[config.mk]
export PLATFORM = sky130hd
export DESIGN_NAME = note_scheduler
export DESIGN_NICKNAME = d
export VERILOG_FILES = /design/src/rtl/fpgapu_audio_pkg.sv /design/src/rtl/note_channel_timer.sv /design/src/rtl/note_scheduler.sv
export SDC_FILE = /design/constraint.sdc
export NUM_CORES = 1
export LEC_CHECK = 0
export BUFFER_PORTS_ARGS = -buffer_cell sky130_fd_sc_hd__buf_2
export CORE_ASPECT_RATIO = 1.1
export CORE_MARGIN = 4
export CORE_UTILIZATION = 49
export DETAILED_ROUTE_END_ITERATION = 12
export GPL_TIMING_DRIVEN = 0
export PLACE_DENSITY = 0.8
export SKIP_CTS_REPAIR_TIMING = 1
export SYNTH_ARGS = -nofsm -noshare
export SYNTH_HDL_FRONTEND = slang
export SYNTH_SLANG_ARGS = --single-unit
[constraint.sdc]
create_clock -name i_clk -period 7.8 [get_ports i_clk]
set_input_delay 1.56 -clock i_clk [delete_from_list [all_inputs] [get_ports i_clk]]
set_output_delay 1.56 -clock i_clk [all_outputs]
set_load 0.03 [all_outputs]
[src/rtl/fpgapu_audio_pkg.sv]
// Shared audio-path constants and the per-channel note timer state encoding.
// Imported by the note scheduler top level and its channel timers.
package fpgapu_audio_pkg;

  localparam int PITCH_W = 6;
  localparam int LEN_W   = 5;
  localparam int INST_W  = 4;
  localparam int REM_W   = 6;

  localparam logic [PITCH_W-1:0] PITCH_REST = 6'd0;

  typedef enum logic [1:0] {
    CH_IDLE = 2'd0,
    CH_WAIT = 2'd1,
    CH_PLAY = 2'd2
  } ch_state_e;

endpackage

[src/rtl/note_channel_timer.sv]
// One voice channel: waits for a note, holds it for len+1 ticks, requests next.
// Ports: i_start/i_tick/i_run from top, note in, gate/trig/stb/pitch/inst out.
module note_channel_timer
  import fpgapu_audio_pkg::*;
(
  input  logic               i_clk,
  input  logic               i_rst_n,
  input  logic               i_start,
  input  logic               i_tick,
  input  logic               i_run,
  input  logic               i_valid,
  input  logic [PITCH_W-1:0] i_pitch,
  input  logic [LEN_W-1:0]   i_len,
  input  logic [INST_W-1:0]  i_inst,
  output logic               o_gate,
  output logic               o_trig,
  output logic               o_stb,
  output logic [PITCH_W-1:0] o_pitch,
  output logic [INST_W-1:0]  o_inst
);

  ch_state_e          state_q;
  logic [REM_W-1:0]   rem_q;
  logic               short_q;
  logic [PITCH_W-1:0] pitch_q;
  logic [INST_W-1:0]  inst_q;
  logic               trig_q;
  logic               stb_q;

  always_ff @(posedge i_clk) begin
    if (!i_rst_n) begin
      state_q <= CH_IDLE;
      rem_q   <= '0;
      short_q <= 1'b0;
      pitch_q <= PITCH_REST;
      inst_q  <= '0;
      trig_q  <= 1'b0;
      stb_q   <= 1'b0;
    end else begin
      trig_q <= 1'b0;
      stb_q  <= 1'b0;
      unique case (state_q)
        CH_IDLE: begin
          if (i_start) begin
            state_q <= CH_WAIT;
            stb_q   <= 1'b1;
          end
        end
        CH_WAIT: begin
          // Ticks seen here are dropped; duration counts from the load.
          if (i_valid) begin
            state_q <= CH_PLAY;
            pitch_q <= i_pitch;
            inst_q  <= i_inst;
            rem_q   <= {1'b0, i_len} + 6'd1;
            short_q <= (i_len == '0);
            trig_q  <= (i_pitch != PITCH_REST);
          end
        end
        CH_PLAY: begin
          if (i_tick) begin
            rem_q <= rem_q - 6'd1;
            if (rem_q == 6'd1) begin
              state_q <= CH_WAIT;
              stb_q   <= 1'b1;
            end
          end
        end
        default: state_q <= CH_IDLE;
      endcase
    end
  end

  // Gate drops for the last tick of a note (articulation gap) unless the
  // note is only one tick long; pause forces it low without losing state.
  assign o_gate = i_run && (state_q == CH_PLAY) &&
                  (pitch_q != PITCH_REST) &&
                  ((rem_q > 6'd1) || short_q);
  assign o_trig  = trig_q;
  assign o_stb   = stb_q;
  assign o_pitch = pitch_q;
  assign o_inst  = inst_q;

endmodule

[src/rtl/note_scheduler.sv]
// Tempo divider and start logic pacing NUM_CH note channel timers.
// Ports: run/tempo in, tick/strobes out, note inputs, voice outputs, started.
module note_scheduler
  import fpgapu_audio_pkg::*;
#(
  parameter int NUM_CH = 3,
  parameter int DIV_W  = 16
) (
  input  logic                      i_clk,
  input  logic                      i_rst_n,
  input  logic                      i_run,
  input  logic [DIV_W-1:0]          i_tempo_div,
  output logic                      o_tick,
  output logic [NUM_CH-1:0]         o_note_stb,
  input  logic [NUM_CH-1:0]         i_note_valid,
  input  logic [PITCH_W*NUM_CH-1:0] i_note_pitch,
  input  logic [LEN_W*NUM_CH-1:0]   i_note_len,
  input  logic [INST_W*NUM_CH-1:0]  i_note_instrument,
  output logic [NUM_CH-1:0]         o_voice_gate,
  output logic [NUM_CH-1:0]         o_voice_trig,
  output logic [PITCH_W*NUM_CH-1:0] o_voice_pitch,
  output logic [INST_W*NUM_CH-1:0]  o_voice_instrument,
  output logic                      o_started
);

  logic [DIV_W-1:0] cnt_q, cnt_d;
  logic [DIV_W-1:0] term;
  logic             started_q;
  logic             start;

  // A divide of 0 behaves as 1: terminal value 0, tick every run cycle.
  assign term  = (i_tempo_div == '0) ? '0 : i_tempo_div - 1'b1;
  assign start = i_run && !started_q;

  always_comb begin
    cnt_d = cnt_q;
    if (i_run) begin
      // >= so a shrunken divide wraps immediately instead of running on.
      cnt_d = (cnt_q >= term) ? '0 : cnt_q + 1'b1;
    end
  end

  always_ff @(posedge i_clk) begin
    if (!i_rst_n) begin
      cnt_q     <= '0;
      started_q <= 1'b0;
    end else begin
      cnt_q <= cnt_d;
      if (start) started_q <= 1'b1;
    end
  end

  assign o_tick    = i_rst_n && i_run && (cnt_q == term);
  assign o_started = started_q;

  for (genvar c = 0; c < NUM_CH; c++) begin : g_ch
    note_channel_timer u_ch (
      .i_clk   (i_clk),
      .i_rst_n (i_rst_n),
      .i_start (start),
      .i_tick  (o_tick),
      .i_run   (i_run),
      .i_valid (i_note_valid[c]),
      .i_pitch (i_note_pitch[PITCH_W*c +: PITCH_W]),
      .i_len   (i_note_len[LEN_W*c +: LEN_W]),
      .i_inst  (i_note_instrument[INST_W*c +: INST_W]),
      .o_gate  (o_voice_gate[c]),
      .o_trig  (o_voice_trig[c]),
      .o_stb   (o_note_stb[c]),
      .o_pitch (o_voice_pitch[PITCH_W*c +: PITCH_W]),
      .o_inst  (o_voice_instrument[INST_W*c +: INST_W])
    );
  end

endmodule

==> results.md, run 1 <==
- The number of instances in the synthesized netlist is approximately 600.
- Of all nets on the critical path, the largest fanout is 10.
- During I/O placement, the number of pins put on the boundary was 108.
- The buffer type at the clock tree root is sky130_fd_sc_hd__clkbuf_8.
- Internal power comes to 0.000720 W.
- The number of synthesized flops with an enable pin is 0.
- The clock transition at the register clock pins on the worst setup and hold paths after CTS is ~0.08 ns.
- The startpoint of the lowest-slack register-to-register path is cnt_q[12].
- The simple-gate share of the synthesized area is 27.8%.
- In the synthesized netlist, mux cells make up 1.08% of the area.
- For this design the static power due to leakage is 2.42 nW.
- The combinational family with the most area after synthesis is simple AND/OR/NAND/NOR gates.
- The final-report max-slew violation count is 0.
- The number of H-tree levels is 3.
- The ratio of cells with drive above 1 in the final layout is 20.0%.
- The flip-flop and latch count after synthesis is 80.
- The floorplan die area is 11300 um2.
- The tool flagged a number of max-cap violations equal to 0.
- The via count of the first global-routing pass came to about 4600.
- Per report_power, the sequential group accounts for 44.5% of the total.
- The net count of the mapped netlist is 695.
- The worst-case hold path end point is g_ch[1].u_ch.o_inst[2].
- In this run the tool buffered the top-level ports with around 110 buffer cells.
- The total wire length after detailed routing is 12.7 mm.
- The post-synthesis async set-or-reset flop share is 0%.
- The portion of the clock cycle consumed by the worst path in the final layout is 84.0%.
- In this run the most critical hold path is launched from g_ch[1].u_ch.o_inst[2].
- The worst-case hold slack is between 0.4 and 0.5 ns.
- 0 antenna diodes ended up in the layout.
- The top cell type by area accounts for between 30 and 40% of the synthesized area.
- The depth of the worst hold-timing path is 2.
- The critical path capture point type is an output pin.
- The clock insertion delay at the later pin of the skew report is 0.36 ns.
- Before CTS, the worst setup slack after placement is 1.30 ns.
- The layout overhead on the synthesized area is 19.7%.
- Setup violations remaining at the end of the flow were counted as 0.
- The number of nets in the finished design is between 800 and 900.
- Using the TritonRoute via totals, the vias-per-cell ratio works out to 5.69.
- The count of standard-cell rows is 37.
- The final worst-path setup slack is 1.24 ns.
- Entering global routing, the biggest net connects 14 pins.
- The global placer's final weighted congestion is roughly 0.93.
- The wire length of the first global-routing pass is 20.9 mm.
- The area share of fa/ha/maj cells after synthesis is 7.89%.
- The internal reg-to-reg setup slack is 5.09 ns.
- The count of yosys warnings during synthesis is 0.
- In this run, CTS created clock tree buffers numbering 9.
- Data on the critical path arrives at its endpoint at 5.00 ns.
- For the finished layout, the period the worst path requires is 6.56 ns.
- For the pin with the worst max-slew slack, the measured transition is 0.893 ns.
- Sorting the synthesized cells by how often they occur yields sky130_fd_sc_hd__nand2_1, sky130_fd_sc_hd__dfxtp_1, sky130_fd_sc_hd__nor2_1.
- The setup TNS after final layout is 0 ns.
- Of all cell types, the one taking the most synthesized area is sky130_fd_sc_hd__dfxtp_1.
- The setup clock skew after layout is a little over 0.009 ns.
- The worst-case headroom to the max-slew limit is 39.9%.
- The detailed-route via count is 4770.
- Registers take 1600 um2.
- The detailed router finished its first iteration with 254 violations.
- Setup repair after global routing left no endpoint under its margin.
- Once detail routing completed, the nets flagged for antenna violations numbered 0.
- For this configuration, the core starts out at a cell density of 50.6%.
- The path category of the worst min-delay check is reg -> reg.
- The pre-antenna-repair detailed-routing pass consisted of 5 iterations.
- The clock net sink count is 80.
- The post-synthesis share of cell area spent on xor and xnor gates is 6.63%.
- The total power density per cell area is 173 nW/um2.
- The fraction of the yosys area taken by sequential cells is 33.7%.
- Averaged over all synthesized cells, the footprint is 7.95 um2.
- The die is 111 um tall.
- The number of hold-slack violations in the final timing report is 0.
- The DRC violations left is 0.
- The die width is 102 um.
- For the worst setup path, the data required time is 6.24 ns.
- The worst setup path category is in -> out.
- In the synthesized netlist the dominant register cell turns out to be sky130_fd_sc_hd__dfxtp_1.
- Net switching is 26.8% of the power.
- Once placement completed, the tool counted placed cells totaling approximately 820.
- The total overflow reported by the global router is 0.
- The number of different library cells used by synthesis comes to 51.
- The synthesized netlist occupies a cell area of ~4800 um2.
- The number of cells traversed by the worst register-to-register path is 7.
- The part of the power in combinational logic is between 10% and 20%.
- After legalization and detailed placement, the total HPWL measured 9.75 mm.
- Timing would allow up to between 150 and 200 MHz.
- The post-layout instance count excluding filler cells is 838.
- The power spent charging and discharging nets is 0.000264 W.
- The TritonCTS clock tree is done.
- The global-route total usage across every layer is 22.3%.
- The maximum count of clock buffers along a single path is 2.
- The number of antenna violations at the first check in global routing was 0.
- Across the VDD grid, the largest voltage drop is approximately 140 uV.
- STA classifies the critical path startpoint as an input port.
- Yosys instantiated no cell more often than sky130_fd_sc_hd__nand2_1.
- By area the synthesized netlist is led by sky130_fd_sc_hd__dfxtp_1, sky130_fd_sc_hd__nand2_1, sky130_fd_sc_hd__ha_1, sky130_fd_sc_hd__a21boi_0, sky130_fd_sc_hd__nor2_1.
- In the final routed layout, each cell accounts on average for 15.1 um.
- The clock network is responsible for between 30% and 40% of the overall power.
- The synthesized netlist devotes between 10% and 20% of its cell area to compound gates.
- The run finished with clean final reports.
- Fill cells in the final layout number 829.
- The multi-input combinational cells in the finished layout cover a total of 2910 um2.
- The core region is 9400 um2.
- The endpoint identified for the worst register-to-register timing path is cnt_q[3].
-- routing by layer --
layer,global-route usage [%],vias up,wire length (um)
li1,-,2336,-
met1,29.2,2239,5490
met2,36.9,172,6140
met3,3.90,23,804
met4,7.26,0,228
met5,0,-,0
-- cell families after synthesis --
kind of cell	Yosys count
fa+ha+maj	30
flops	80
xor+xnor	36
buf+inv	55
simple gates	270
compound gates	122
mux	5
-- area by class of cell --
type	count	share of cell area (%)
Multi-Input combinational cell	463	51.2
Sequential cell	80	28.1
Timing Repair Buffer	107	9.41
Buffer	37	3.03
Clock buffer	12	2.73
Tap cell	117	2.57
Clock inverter	4	1.74
Inverter	18	1.19
-- through the flow --
| step | util (%) | power (W) | instance area (um2) |
|---|---|---|---|
| after CTS | 60.6 | 0.000986 | 5690 |
| after floorplan | - | 0.000545 | 4760 |
| final | 60.6 | 0.000984 | 5690 |
| after detailed placement | 57.9 | 0.000605 | 5440 |
| after global routing | 60.6 | 0.00102 | 5690 |
| after global placement | 57.9 | 0.000598 | 5440 |
-- power by group through the flow --
stage / clock, W / sequential, W / combinational (W)
after floorplan: 0 / 0.000454 / 0.0000912
after global placement: 0 / 0.000446 / 0.000152
after detailed placement: 0 / 0.000447 / 0.000158
after CTS: 0.000389 / 0.000437 / 0.000159
after global routing: 0.000405 / 0.000440 / 0.000177
final: 0.000386 / 0.000438 / 0.000161
-- worst max-delay path by stage --
stage,start,endpoint
2_1_floorplan,i_tempo_div[9],o_tick
3_3_place_gp,i_tempo_div[9],o_tick
3_5_place_dp,i_tempo_div[9],o_tick
4_1_cts,i_tempo_div[9],o_tick
5_1_grt,i_tempo_div[9],o_tick
6_report,i_tempo_div[9],o_tick
-- flip-flops by register name, summed over array words and instances (netlist names) --
| signal | count |
|---|---|
| cnt_q | 16 |
| g_ch.u_ch.o_inst | 12 |
| g_ch.u_ch.o_pitch | 18 |
| g_ch.u_ch.o_stb | 3 |
| g_ch.u_ch.o_trig | 3 |
| g_ch.u_ch.rem_q | 18 |
| g_ch.u_ch.short_q | 3 |
| g_ch.u_ch.state_q | 6 |
| o_started | 1 |
-- cell usage in the layout (no fill, tap or decap), types with 17 or more instances in the layout --
cell                       synthesis  final
sky130_fd_sc_hd__a21boi_0         36     36
sky130_fd_sc_hd__buf_2             0    107
sky130_fd_sc_hd__clkbuf_1         26     27
sky130_fd_sc_hd__dfxtp_1          80     80
sky130_fd_sc_hd__ha_1             30     30
sky130_fd_sc_hd__inv_1            18     18
sky130_fd_sc_hd__nand2_1         111    111
sky130_fd_sc_hd__nand3_1          20     20
sky130_fd_sc_hd__nor2_1           49     49
sky130_fd_sc_hd__o21ai_0          23     23
sky130_fd_sc_hd__xnor2_1          17     17
sky130_fd_sc_hd__xor2_1           19     19
-- worst max-delay path, cell delays in order --
cell                       delay, ns
sky130_fd_sc_hd__buf_2          0.12
sky130_fd_sc_hd__or4_4          0.56
sky130_fd_sc_hd__or3_4          0.36
sky130_fd_sc_hd__or4_4          0.50
sky130_fd_sc_hd__nor3b_2        0.17
sky130_fd_sc_hd__a21oi_1        0.07
sky130_fd_sc_hd__ha_1           0.33
sky130_fd_sc_hd__and4_1         0.18
sky130_fd_sc_hd__clkbuf_1       0.40
sky130_fd_sc_hd__and3_1         0.24
sky130_fd_sc_hd__clkbuf_1       0.25
sky130_fd_sc_hd__buf_2          0.26
Note: power is estimated with default switching activity, not from simulation.
==> inputs of run 2 (changes only) <==
--- a/config.mk
+++ b/config.mk
@@ -11,7 +11,7 @@
 export CORE_UTILIZATION = 49
 export DETAILED_ROUTE_END_ITERATION = 12
 export GPL_TIMING_DRIVEN = 0
-export PLACE_DENSITY = 0.8
+export PLACE_DENSITY = 0.83
 export SKIP_CTS_REPAIR_TIMING = 1
 export SYNTH_ARGS = -nofsm -noshare
 export SYNTH_HDL_FRONTEND = slang
==> constraint.sdc (replaced) <==
create_clock -name i_clk -period 5.55 [get_ports i_clk]
set_input_delay 1.11 -clock i_clk [delete_from_list [all_inputs] [get_ports i_clk]]
set_output_delay 1.11 -clock i_clk [all_outputs]
set_load 0.03 [all_outputs]
==> run 2 against run 1 <==
Against the previous run: core utilization down 0.89 points; critical path type unchanged; worst setup slack worse by 1.1 ns; die area did not move; combinational power increased by 40%.
==> results.md, run 2 (same netlist as run 1, synthesis figures left out) <==
- The antenna diode instance count is 0 (unchanged).
- The TritonCTS clock tree was done (unchanged).
- The setup clock skew after layout is 0.00845 ns (was 0.00908 ns).
- The total power density per cell area is 219 nW/um2 (was 173 nW/um2).
- The count of fill cells added during filler insertion is 846 (was 829).
- The startpoint of the lowest-slack register-to-register path is cnt_q[11] (was cnt_q[12]).
- The number of nets in the finished design came to 812 (was 813).
- The DRC violations left was 0 (unchanged).
- The number of nets with antenna violations after detailed routing is 0 (unchanged).
- The ratio of cells with drive above 1 in the final layout is 20.1% (was 20.0%).
- The worst setup path category is in -> out (unchanged).
- The count of buffer and inverter cells on the critical path is 3 (was 4).
- The clock net sink count is 80 (unchanged).
- The wire length of the first global-routing pass is 21.2 mm (was 20.9 mm).
- The cell class contributing the biggest share of worst-path delay is simple AND/OR/NAND/NOR gates (unchanged).
- The number of cells traversed by the worst register-to-register path is 7 (unchanged).
- The floorplan die area was 11300 um2 (unchanged).
- The cell area after layout was 5610 um2 (was 5690 um2).
- The pin count of the biggest net entering global routing was 14 (unchanged).
- The data required time of the worst path is 4.44 ns (was 6.24 ns).
- The count of buffers from port buffering came to 107 (unchanged).
- The post-layout instance count excluding filler cells was 837 (was 838).
- The number of placed I/O pins was 108 (unchanged).
- The largest fanout on the critical path was 10 (unchanged).
- The arrival time of the worst setup path is 4.25 ns (was 5.00 ns).
- The cell area reported after detailed placement is 5440 um2 (unchanged).
- The leading cell type in the layout, fill and taps excluded was sky130_fd_sc_hd__nand2_1 (unchanged).
- The setup violation total in the final timing report is 0 (unchanged).
- The endpoint of the worst setup timing path is o_tick (unchanged).
- Unrepaired setup endpoints after global routing: false (unchanged).
- The detailed-router iteration count before antenna repair is 5 (unchanged).
- The worst-case headroom to the max-slew limit is 36.4% (was 39.9%).
- The number of antenna violations at the first check in global routing is 0 (unchanged).
- Derived from the worst setup path, the maximum achievable clock frequency is 187 MHz.
- The chip height is 111 um (unchanged).
- Cell breakdown of the critical path: buf_2 -> or4_4 -> or3_4 -> or4_4 -> nor3b_2 -> a21oi_1 -> ha_1 -> and4_2 -> and3_1 -> clkbuf_1 -> buf_2 (was buf_2 -> or4_4 -> or3_4 -> or4_4 -> nor3b_2 -> a21oi_1 -> ha_1 -> and4_1 -> clkbuf_1 -> and3_1 -> clkbuf_1 -> buf_2).
- The ratio of routed vias to standard cells is 5.69 (about the same).
- Status: finished, final reports clean (unchanged).
- The path category of the worst min-delay check is reg -> reg (unchanged).
- The global placer's final weighted congestion was 0.921 (was 0.932).
- Commonest cells after routing, fill and taps aside: sky130_fd_sc_hd__nand2_1, sky130_fd_sc_hd__buf_2, sky130_fd_sc_hd__dfxtp_1 (unchanged).
- The critical path depth is 11 (was 12).
- The internal reg-to-reg setup slack is 2.96 ns (was 5.09 ns).
- The type of element launching the critical path is an input port (unchanged).
- The layout overhead on the synthesized area is 17.9% (was 19.7%).
- The starting density of the core is 50.6% (unchanged).
- The terminus of the critical flop-to-flop path is cnt_q[8] (was cnt_q[3]).
- The delay of the slowest cell on the worst path is 0.54 ns (was 0.56 ns).
- The total overflow reported by the global router came to 0 (unchanged).
- The total wire length after detailed routing is 12.8 mm (was 12.7 mm).
- The clock transition at the register clock pins on the worst setup and hold paths after CTS is 0.08 ns (about the same).
- The launching instance or port of the critical path is i_tempo_div[9] (unchanged).
- The die width is 102 um (unchanged).
- The portion of the clock cycle consumed by the worst path in the final layout is 96.6%.
- The transition time of the tightest slew-check pin is 0.945 ns (was 0.893 ns).
- The total core area is 9400 um2 (unchanged).
- The static leakage is 2.38 nW (was 2.42 nW).
- The number of max-cap violations is 0 (unchanged).
- The wire length per cell after detailed routing is 15.2 um (was 15.1 um).
- The number of design-rule violations left by the first detailed-router iteration came to 256 (was 254).
- The detailed-route via count is 4761 (was 4770).
- The routed design could run at a clock period as short as 5.36 ns.
- The final-report max-slew violation count was 0 (unchanged).
- The number of instances in the placed design is 822 (unchanged).
- The global-route total usage across every layer is 22.5% (was 22.3%).
- The combined area of the multi-input logic cells is 2920 um2 (was 2910 um2).
- The number of hold-slack violations in the final timing report is 0 (unchanged).
- The via count of the first global-routing pass came to 4633 (was 4577).
- The number of H-tree levels is 3 (unchanged).
- The cell type of the slowest stage on the worst timing path is sky130_fd_sc_hd__or4_4 (unchanged).
- The number of buffers added by the clock tree synthesis step came to 9 (unchanged).
- The count of standard-cell rows came to 37 (unchanged).
- The worst ir drop on vdd was 154 uV (was 140 uV).
- The clock insertion delay at the later pin of the skew report was 0.34 ns (was 0.36 ns).
- The area of all sequential standard cells is 1600 um2 (unchanged).
- The buffer type at the clock tree root was sky130_fd_sc_hd__clkbuf_8 (unchanged).
- The maximum count of clock buffers along a single path is 2 (unchanged).
- The half-perimeter wire length after placement is 9.81 mm (was 9.75 mm).
- The critical path capture point type is an output pin (unchanged).
-- run 2: changes by cell type in the layout (fill, tap and decap cells not counted) --
cell                         delta
sky130_fd_sc_hd__clkinvlp_4     +1
sky130_fd_sc_hd__bufinv_16      -3
sky130_fd_sc_hd__and4_1         -1
sky130_fd_sc_hd__clkbuf_8       -1
sky130_fd_sc_hd__clkinv_2       +3
sky130_fd_sc_hd__and4_2         +1
sky130_fd_sc_hd__clkbuf_1       -1
-- run 2: worst min-delay path by stage --
stage / start / end / slack, ns / cells after the start
after floorplan: g_ch[2].u_ch.short_q / g_ch[2].u_ch.short_q / 0.44 / 2
after global placement: g_ch[1].u_ch.o_inst[2] / g_ch[1].u_ch.o_inst[2] / 0.45 / 2
after detailed placement: g_ch[1].u_ch.short_q / g_ch[1].u_ch.short_q / 0.46 / 2
after CTS: g_ch[1].u_ch.short_q / g_ch[1].u_ch.short_q / 0.47 / 2
after global routing: g_ch[1].u_ch.o_inst[2] / g_ch[1].u_ch.o_inst[2] / 0.49 / 2
final: g_ch[1].u_ch.short_q / g_ch[1].u_ch.short_q / 0.47 / 2
-- run 2: cell type report --
type | instances | share of cell area (%)
inverters | 18 | 1.20
repair buffers | 107 | 9.55
multi-input cells | 463 | 52.0
clock buffers | 11 | 2.52
clock inverters | 5 | 0.558
well taps | 117 | 2.61
flip-flops and latches | 80 | 28.6
plain buffers | 36 | 3.01
-- run 2: routing by layer --
metal / up-vias / GRT usage, % / part of all wire (%)
met4: 0 / 5.95 / 1.4
met1: 2224 / 29.0 / 43
met5: - / 0 / 0
met3: 21 / 4.03 / 6.3
li1: 2337 / - / -
met2: 179 / 38.4 / 49
-- run 2: metrics by stage --
step           setup WS (ns)  utilization [%]  total power, W  TNS [ns]  hold slack (ns)
3_3_place_gp         0.00102             57.9        0.000841         0            0.450
3_5_place_dp          0.0149             57.9        0.000850         0            0.459
4_1_cts             -0.00828             59.7         0.00123  -0.00828            0.471
5_1_grt               0.0585             59.7         0.00129         0            0.492
2_1_floorplan          0.501                -        0.000767         0            0.441
6_report               0.189             59.7         0.00123         0            0.469
-- run 2: tightest hold or removal path: stages, from the launching register on --
cell and delay, ns:
sky130_fd_sc_hd__dfxtp_1 0.32, sky130_fd_sc_hd__nand2_1 0.05, sky130_fd_sc_hd__a21boi_0 0.06
-- run 2: where the power goes --
group / internal, W / total [W] / switching, W
Sequential: 0.000595 / 0.000616 / 0.0000208
Combinational: 0.0000911 / 0.000225 / 0.000134
Clock: 0.000174 / 0.000389 / 0.000214
Total: 0.000860 / 0.00123 / 0.000369
==> inputs of run 3 (changes only) <==
--- a/config.mk
+++ b/config.mk
@@ -16,3 +16,4 @@
 export SYNTH_ARGS = -nofsm -noshare
 export SYNTH_HDL_FRONTEND = slang
 export SYNTH_SLANG_ARGS = --single-unit
+export TNS_END_PERCENT = 50
==> constraint.sdc (replaced) <==
create_clock -name i_clk -period 5.55 [get_ports i_clk]
set_input_delay 0.2775 -clock i_clk [delete_from_list [all_inputs] [get_ports i_clk]]
set_output_delay 0.2775 -clock i_clk [all_outputs]
set_load 0.03 [all_outputs]
==> run 3 against run 2 <==
Against the previous run: final area about the same; clock-buffer cell count unchanged; hold slack worse by 0.29 ns; core utilization barely moved; combinational power is essentially flat; sequential share of layout area barely moved; sequential cell count unchanged; critical path depth grew 2; worst setup slack improved by 1.4 ns; global-route usage is the same; clock skew about the same; wire length shrank 0.58%; critical path type is now in -> reg; largest cell class unchanged.
==> results.md, run 3 (same netlist as run 1, synthesis figures left out) <==
- The static leakage is 2.38 nW (about the same).
- The pin count of the biggest net entering global routing is 14 (unchanged).
- The total core area is 9400 um2 (unchanged).
- The maximum count of clock buffers along a single path came to 2 (unchanged).
- The setup violation total in the final timing report was 0 (unchanged).
- Commonest cells after routing, fill and taps aside: sky130_fd_sc_hd__nand2_1, sky130_fd_sc_hd__buf_2, sky130_fd_sc_hd__dfxtp_1 (unchanged).
- The number of design-rule violations left by the first detailed-router iteration is 248 (was 256).
- The clock net sink count was 80 (unchanged).
- The antenna diode instance count was 0 (unchanged).
- The fraction of met3 tracks used by global routing came to 4.03% (unchanged).
- The critical path capture point type is a flip-flop (was output pin).
- The leading cell type in the layout, fill and taps excluded is sky130_fd_sc_hd__nand2_1 (unchanged).
- The setup TNS after final layout is 0 ns (unchanged).
- The number of placed I/O pins is 108 (unchanged).
- The layout overhead on the synthesized area is 18.0% (was 17.9%).
- The clock transition at the register clock pins on the worst setup and hold paths after CTS is 0.08 ns (about the same).
- The starting density of the core is 50.6% (unchanged).
- The number of max-cap violations is 0 (unchanged).
- The worst ir drop on vdd is 155 uV (was 154 uV).
- The detailed-router iteration count before antenna repair is 5 (unchanged).
- The worst slack after detailed placement was 1.24 ns (was 0.0149 ns).
- The global routing met2 resource utilization is 38.4% (unchanged).
- The chip height was 111 um (unchanged).
- The number of hold-slack violations in the final timing report came to 0 (unchanged).
- The global-route met1 utilization is 29.0% (unchanged).
- The power spent charging and discharging nets came to 0.000368 W (was 0.000369 W).
- The die width is 102 um (unchanged).
- The half-perimeter wire length after placement was 9.81 mm (unchanged).
- The number of H-tree levels is 3 (unchanged).
- The time the final worst path needs with I/O delays and setup was 3.98 ns (was 5.36 ns).
- The wire length per cell after detailed routing is 15.1 um (was 15.2 um).
- Status: finished, final reports clean (unchanged).
- The arrival time of the worst setup path is 4.20 ns (was 4.25 ns).
- The global placer's final weighted congestion is 0.921 (unchanged).
- The setup clock skew after layout is 0.00882 ns (was 0.00845 ns).
- The type of element launching the critical path is an input port (unchanged).
- The buffer type at the clock tree root is sky130_fd_sc_hd__clkbuf_8 (unchanged).
- The largest fanout on the critical path is 10 (unchanged).
- The data required time of the worst path is 5.77 ns (was 4.44 ns).
- The count of standard-cell rows is 37 (unchanged).
- The total wire length after detailed routing is 12.7 mm (was 12.8 mm).
- The ratio of cells with drive above 1 in the final layout was 20.0% (was 20.1%).
- The ratio of routed vias to standard cells is 5.67 (was 5.69).
- The path category of the worst min-delay check is in -> reg (was reg -> reg).
- The switching portion of total power is 30.0% (about the same).
- The TritonCTS clock tree is done (unchanged).
- The number of buffers added by the clock tree synthesis step is 9 (unchanged).
- The global-route total usage across every layer is 22.5% (unchanged).
- The wire length of the first global-routing pass is 21.2 mm (unchanged).
- The worst setup path category is in -> reg (was in -> out).
- The count of buffers from port buffering is 107 (unchanged).
- The DRC violations left is 0 (unchanged).
- The portion of the clock cycle consumed by the worst path in the final layout came to 71.8% (was 96.6%).
- The final worst-path setup slack was 1.57 ns (was 0.189 ns).
- Unrepaired setup endpoints after global routing: false (unchanged).
- The via count of the first global-routing pass is 4633 (unchanged).
- The worst-case headroom to the max-slew limit is 32.6% (was 36.4%).
- The routing layer with the top usage in global route is met2 (unchanged).
- The depth of the worst hold-timing path is 3 (was 2).
- The transition time of the tightest slew-check pin is 1.00 ns (was 0.945 ns).
- The part of the total power dissipated in the clock network is 31.6% (about the same).
- The number of antenna violations at the first check in global routing is 0 (unchanged).
- The total power density per cell area was 219 nW/um2 (about the same).
- The detailed-route via count is 4750 (was 4761).
- The top achievable clock speed is 251 MHz (was 187 MHz).
- The number of nets with antenna violations after detailed routing is 0 (unchanged).
- The internal power of the cells came to 0.000860 W (unchanged).
- The part of the power in combinational logic is 18.3% (about the same).
- The total overflow reported by the global router came to 0 (unchanged).
- The number of cells traversed by the worst register-to-register path was 7 (unchanged).
- The utilization after layout was 59.7% (about the same).
- The share of power burned in registers came to 50.1% (about the same).
- The number of nets in the finished design was 813 (was 812).
- The final-report max-slew violation count was 0 (unchanged).
- The floorplan die area is 11300 um2 (unchanged).
- The clock insertion delay at the later pin of the skew report is 0.34 ns (about the same).
run 3: layout make-up:
type                    instances  area (um2)
fillers                       843        3790
flip-flops and latches         80        1600
multi-input cells             463        2910
repair buffers                107         536
clock buffers                  11         141
clock inverters                 5        31.3
well taps                     117         146
plain buffers                  37         173
inverters                      18        67.6
run 3: per-layer routing:
metal	vias up	share of wire [%]
li1	2340	-
met1	2218	42
met2	178	50
met3	14	6.7
met4	0	1.2
met5	-	0
run 3: per-stage QoR:
| step | area [um2] | hold slack (ns) | power, W | std cells |
|---|---|---|---|---|
| 6_report | 5610 | 0.175 | 0.00123 | 838 |
| 5_1_grt | 5610 | 0.163 | 0.00129 | 838 |
| 4_1_cts | 5610 | 0.163 | 0.00123 | 838 |
| 3_5_place_dp | 5440 | 0.459 | 0.000850 | 822 |
| 3_3_place_gp | 5440 | 0.450 | 0.000841 | 822 |
| 2_1_floorplan | 4760 | 0.422 | 0.000767 | 598 |
run 3: critical path, stage by stage:
cell,delay (ns)
sky130_fd_sc_hd__buf_2,0.12
sky130_fd_sc_hd__or4_4,0.54
sky130_fd_sc_hd__or3_4,0.37
sky130_fd_sc_hd__or4_4,0.50
sky130_fd_sc_hd__nor3b_2,0.16
sky130_fd_sc_hd__a21oi_1,0.07
sky130_fd_sc_hd__ha_1,0.32
sky130_fd_sc_hd__and4_1,0.18
sky130_fd_sc_hd__clkbuf_1,0.39
sky130_fd_sc_hd__a22oi_1,0.17
sky130_fd_sc_hd__a32oi_1,0.60
sky130_fd_sc_hd__clkbuf_1,0.41
sky130_fd_sc_hd__nor2_1,0.10
run 3: final timing paths:
| check | slack (ns) | start | end |
|---|---|---|---|
| worst max register to register | 2.89 | cnt_q[12] | cnt_q[8] |
| worst min register to register | 0.47 | g_ch[1].u_ch.short_q | g_ch[1].u_ch.short_q |
| worst max-delay path | 1.57 | i_tempo_div[9] | cnt_q[8] |
| worst min-delay path | 0.18 | i_note_instrument[10] | g_ch[2].u_ch.o_inst[2] |
run 3: power by group through the flow:
stage	clock network, W	logic [W]	registers, W
floorplan	0	0.000128	0.000638
global placement	0	0.000214	0.000627
detailed placement	0	0.000222	0.000628
CTS	0.000394	0.000223	0.000615
global route	0.000423	0.000249	0.000619
finish	0.000388	0.000225	0.000616
